## src/rtl/clksel_pkg.sv

```systemverilog
// Shared types and constants for the CPU clock-select sequencer.
package clksel_pkg;

  localparam int CNT_W = 8;

  typedef enum logic [1:0] {
    SLOW    = 2'd0,
    TO_FAST = 2'd1,
    FAST    = 2'd2,
    TO_SLOW = 2'd3
  } clk_state_t;

  // Feedback synchronisers come out of reset claiming "on the slow clock".
  localparam logic       HS_S_RST  = 1'b0;
  localparam logic       LS_S_RST  = 1'b1;
  localparam clk_state_t STATE_RST = SLOW;

endpackage

```

## src/rtl/clksel_sync.sv

```systemverilog
// Multi-stage flop synchroniser for one asynchronous feedback bit,
// with a per-instance reset value.
module clksel_sync #(
  parameter int   STAGES  = 2,
  parameter logic RST_VAL = 1'b0
) (
  input  logic hsclk_in,
  input  logic rst_b,
  input  logic d,
  output logic q
);

  logic [STAGES-1:0] ff;

  // NOTE: sequential state uses non-blocking assignments so every stage
  // samples the previous stage's old value on the same edge.
  always_ff @(posedge hsclk_in or negedge rst_b) begin
    if (!rst_b) ff <= {STAGES{RST_VAL}};
    else        ff <= {ff[STAGES-2:0], d};
  end

  assign q = ff[STAGES-1];

endmodule

```

## src/rtl/clksel_seq.sv

```systemverilog
// Fast/slow CPU clock sequencer driving the glitch-free clock switcher.
// Optional CLKSEL_STATS_EN adds switch_cnt, a wrapping count of FAST entries.
module clksel_seq
  import clksel_pkg::*;
#(
  parameter int HOLD_CYCLES    = 16,
  parameter int TIMEOUT_CYCLES = 255,
  parameter int SYNC_STAGES    = 2
) (
  input  logic        hsclk_in,
  input  logic        rst_b,
  input  logic        fast_en,
  input  logic        div_sel_req,
  input  logic        slow_req,
  input  logic        err_clr,
  input  logic        hsclk_selected_in,
  input  logic        lsclk_selected_in,
  output logic        hsclk_sel,
  output logic        cpuclk_div_sel,
  output logic        slow_ack,
  output logic        busy,
  output logic        timeout_err
`ifdef CLKSEL_STATS_EN
 ,output logic [15:0] switch_cnt
`endif
);

  localparam logic [CNT_W-1:0] HOLD_INIT = CNT_W'(HOLD_CYCLES);
  localparam logic [CNT_W-1:0] WDOG_MAX  = CNT_W'(TIMEOUT_CYCLES);
  localparam logic [CNT_W-1:0] WDOG_PRE  = CNT_W'(TIMEOUT_CYCLES - 1);
  localparam logic [CNT_W-1:0] ONE       = CNT_W'(1);

  clk_state_t       state_q, state_d;
  logic [CNT_W-1:0] hold_q, wdog_q;
  logic             hs_s, ls_s;
  logic             sel_d, div_d, err_d;
  logic             wdog_expire;

  clksel_sync #(.STAGES(SYNC_STAGES), .RST_VAL(HS_S_RST)) u_hs_sync (
    .hsclk_in (hsclk_in),
    .rst_b    (rst_b),
    .d        (hsclk_selected_in),
    .q        (hs_s)
  );

  clksel_sync #(.STAGES(SYNC_STAGES), .RST_VAL(LS_S_RST)) u_ls_sync (
    .hsclk_in (hsclk_in),
    .rst_b    (rst_b),
    .d        (lsclk_selected_in),
    .q        (ls_s)
  );

  assign busy        = (state_q == TO_FAST) || (state_q == TO_SLOW);
  assign slow_ack    = (state_q == SLOW) && ls_s;
  // Fires once, on the cycle the watchdog would step onto its limit.
  assign wdog_expire = busy && (wdog_q == WDOG_PRE);

  // NOTE: every variable gets a default before the case so no latch is inferred.
  always_comb begin
    state_d = state_q;
    sel_d   = hsclk_sel;
    div_d   = cpuclk_div_sel;
    err_d   = timeout_err && !err_clr;
    unique case (state_q)
      SLOW: begin
        if (fast_en && !slow_req && (hold_q == '0) && ls_s && !hs_s && !timeout_err) begin
          state_d = TO_FAST;
          sel_d   = 1'b1;
          div_d   = div_sel_req;
        end
      end
      TO_FAST: begin
        if (hs_s && !ls_s) begin
          state_d = FAST;
        end else if (wdog_expire) begin
          state_d = TO_SLOW;
          sel_d   = 1'b0;
          err_d   = 1'b1;
        end
      end
      FAST: begin
        if (slow_req || !fast_en) begin
          state_d = TO_SLOW;
          sel_d   = 1'b0;
        end
      end
      TO_SLOW: begin
        // No safer fallback exists: on timeout stay here with the fast clock deselected.
        if (ls_s && !hs_s) state_d = SLOW;
        else if (wdog_expire) err_d = 1'b1;
      end
    endcase
  end

  always_ff @(posedge hsclk_in or negedge rst_b) begin
    if (!rst_b) begin
      state_q        <= STATE_RST;
      hsclk_sel      <= 1'b0;
      cpuclk_div_sel <= 1'b0;
      timeout_err    <= 1'b0;
    end else begin
      state_q        <= state_d;
      hsclk_sel      <= sel_d;
      cpuclk_div_sel <= div_d;
      timeout_err    <= err_d;
    end
  end

  // Hold-off reloads outside SLOW (covers entry) and while the host is active.
  always_ff @(posedge hsclk_in or negedge rst_b) begin
    if (!rst_b)                             hold_q <= HOLD_INIT;
    else if (state_q != SLOW || slow_req)   hold_q <= HOLD_INIT;
    else if (hold_q != '0)                  hold_q <= hold_q - ONE;
  end

  always_ff @(posedge hsclk_in or negedge rst_b) begin
    if (!rst_b)                           wdog_q <= '0;
    else if (state_d != state_q)          wdog_q <= '0;
    else if (busy && wdog_q != WDOG_MAX)  wdog_q <= wdog_q + ONE;
  end

`ifdef CLKSEL_STATS_EN
  always_ff @(posedge hsclk_in or negedge rst_b) begin
    if (!rst_b)                                 switch_cnt <= '0;
    else if (state_d == FAST && state_q != FAST) switch_cnt <= switch_cnt + 16'd1;
  end
`endif

endmodule

```

## config.mk

```make
export PLATFORM = sky130hd
export DESIGN_NAME = clksel_seq
export DESIGN_NICKNAME = d
export VERILOG_FILES = /design/src/rtl/clksel_pkg.sv /design/src/rtl/clksel_sync.sv /design/src/rtl/clksel_seq.sv
export SDC_FILE = /design/constraint.sdc
export NUM_CORES = 1
export LEC_CHECK = 0
export ABC_AREA = 0
export CORE_UTILIZATION = 61
export DETAILED_ROUTE_END_ITERATION = 16
export PLACE_DENSITY = 0.85
export SYNTH_ARGS = -nofsm -noshare
export SYNTH_HDL_FRONTEND = slang
export SYNTH_SLANG_ARGS = --single-unit
```

## constraint.sdc

```tcl
create_clock -name hsclk_in -period 3.15 [get_ports hsclk_in]
set_input_delay 0.63 -clock hsclk_in [delete_from_list [all_inputs] [get_ports hsclk_in]]
set_output_delay 0.63 -clock hsclk_in [all_outputs]
set_load 0.005 [all_outputs]
```

==> metrics <==
leakage power 0.702 nW; post-synth top area share 0.374; Setup crit start kind flip-flop; clk_lat worst skew roughly 0.33 ns; final setup fails 0; Hold Path Class flip-flop to flip-flop; placed cell area roughly 1600 um2; DP Wirelength 2150 um; Hold Buf Count CTS 0; Remaining DRCs 0; Clk pin slew, worst setup/hold paths between 0.1 and 0.15 ns; internal power between 700 and 800 uW; # fillers about 170; status finished clean; final slew viol count 0; via count 1154; final instance area approximately 1600 um2; CTS tree built; Ys Warns 0; port bufs 12; Worst Max-Slew Pin Slew between 1 and 1.5 ns; Setup crit end kind output port; die height a little over 50 um; vias in the first global route 1164; RePlAce Congestion between 0.9 and 1; Layout area overhead 11.7%; post-synthesis cell count 150; Layout Utilization 0.737; fin cells 191; drt via density between 6 and 7; Worst Path Max Fanout 9; Syn Area/Cell 9.82 um2; die width roughly 51 um; Initial Utilization 0.659; Yosys top cell by area dfrtp_1; CTS sink count 25; power density cells 830 nW/um2; EDFF count, synth 0; final net count ~180; GRT Util Overall 0.265; htree depth 1; FP Rows 17; top cells by area, synth dfrtp_1 (37%), ha_1 (7.6%), dfstp_2 (5.4%); power share of the clock group 0.108; Synth top cells by count dfrtp_1 (22), inv_1 (11), nor2_1 (11); fmax roughly 370 MHz; most common cell in the netlist dfrtp_1; Worst R2R Path Depth 7; Final Cycle Share 0.864; hold_sp u_ls_sync.ff[0]$_DFF_PN1_; Seq/Total Area, Yosys 0.427; final wirelength around 2900 um; Post-Place Cells ~190; root buffer selected by CTS clkbuf_4; crit path time final 2.72 ns; DR iter-0 viols 16; Max-cap violations 0; CTS resizes 0; GRT overflow 0; Placement Setup Slack around 0.59 ns; Fin Setup TNS 0 ns; core area approximately 2200 um2; RSZ-0062 raised after global routing no; relative slew slack 0.303; smallest hold slack 0.365 ns; layout cells sized above 1 0.0859; Max Buffers Root-to-Sink 2; Final Power between 1 and 1.5 mW; Clock Skew ~0.012 ns; r2r setup slk roughly 0.75 ns; die footprint 2610 um2; Inserted Diodes 0; reg2reg end wdog_q[7]$_DFFE_PN0P_; Ports 13; Post-CTS Setup Bufs 0; Yosys cell types 44; largest net degree at the start of global routing 26; Final Hold Vio Count 0; mapped cell area between 1000 and 1500 um2; WP data required between 2 and 3 ns; Sw Ratio 0.442; Comb power frac 0.536; Seq pwr share 0.356; async set-or-reset flop fraction in the synthesized netlist 1.00; drt wl/cell around 15 um; Synthesized Nets approximately 170; first-pass GRT wire length 5080 um; initial antenna violation count 0; TritonCTS buffer count 3; Min-Delay Path Depth 0; VDD IR-drop max 0.000724 V; Switch Pwr just over 600 uW; drt pass-1 iters 4; DRT antenna net count 0; critical path class flip-flop to output port; Final WS setup between 0.4 and 0.5 ns; Synth Flop Type dfrtp_1; R2R Path Start hold_q[0]$_DFFE_PN0P_; Synth Register Bits 25; crit path DAT about 2.1 ns; hold path endpoint u_ls_sync.ff[1]$_DFF_PN1_
[kinds of logic after synthesis]
logic type,after synthesis,synth area share
AO/OA/AOI/OAI,27,0.139
XOR/XNOR,6,0.0357
adder cells (fa/ha/maj),9,0.0765
buffers and inverters,15,0.0391
flip-flops,25,0.427
multiplexers,3,0.0212
AND/OR/NAND/NOR,65,0.261
[area by class of cell]
class,count,area (um2),share of cell area
timing repair buffer,13,128,0.0776
inverter,11,41.3,0.0251
clock buffer,4,26.3,0.0160
tap,28,35.0,0.0213
multi-input combinational,110,786,0.478
sequential,25,629,0.383
[routing by layer]
metal / up-vias / global-route usage / part of all wire
met4: 0 / 0.130 / 0.022
met5: - / 0 / 0
met2: 18 / 0.434 / 0.48
met1: 556 / 0.342 / 0.48
met3: 7 / 0.0387 / 0.017
li1: 573 / - / -
[state kept, by name, indices dropped and copies added, names as in the netlist]
name,count
cpuclk_div_sel,1
timeout_err,1
wdog_q,8
u_hs_sync.ff,2
u_ls_sync.ff,2
hold_q,8
hsclk_sel,1
state_q,2
[power groups by stage]
stage,Sequential [mW],Clock [mW],Combinational [mW]
2_1_floorplan,0.474,0,0.533
3_3_place_gp,0.485,0,0.682
3_5_place_dp,0.493,0,0.724
4_1_cts,0.486,0.151,0.730
5_1_grt,0.500,0.158,0.820
6_report,0.487,0.148,0.732
[how the worst max path moves through the flow]
stage	start	endpoint
finish	state_q[1]$_DFF_PN0_	busy
global route	state_q[1]$_DFF_PN0_	busy
CTS	state_q[1]$_DFF_PN0_	busy
detailed placement	fast_en	wdog_q[7]$_DFFE_PN0P_
global placement	fast_en	wdog_q[1]$_DFFE_PN0P_
floorplan	state_q[1]$_DFF_PN0_	wdog_q[1]$_DFFE_PN0P_
[cell usage in the layout (no fill, tap or decap), drive strengths merged, types with 6 or more instances in the layout]
cell | synthesis | layout
nor3 | 9 | 9
a21oi | 7 | 7
dfrtp | 22 | 22
nor2 | 11 | 11
ha | 9 | 9
nand2 | 9 | 9
inv | 11 | 11
nand3 | 7 | 7
clkdlybuf4s50 | 0 | 12
nand2b | 6 | 6
[worst max-delay path, stage by stage (launching register included)]
cell and delay, ns:
dfrtp_1 0.50, inv_1 0.16, ha_1 0.34, or2_1 0.23, clkdlybuf4s50_1 0.52
No activity file was read; power rests on OpenSTA's default activity.
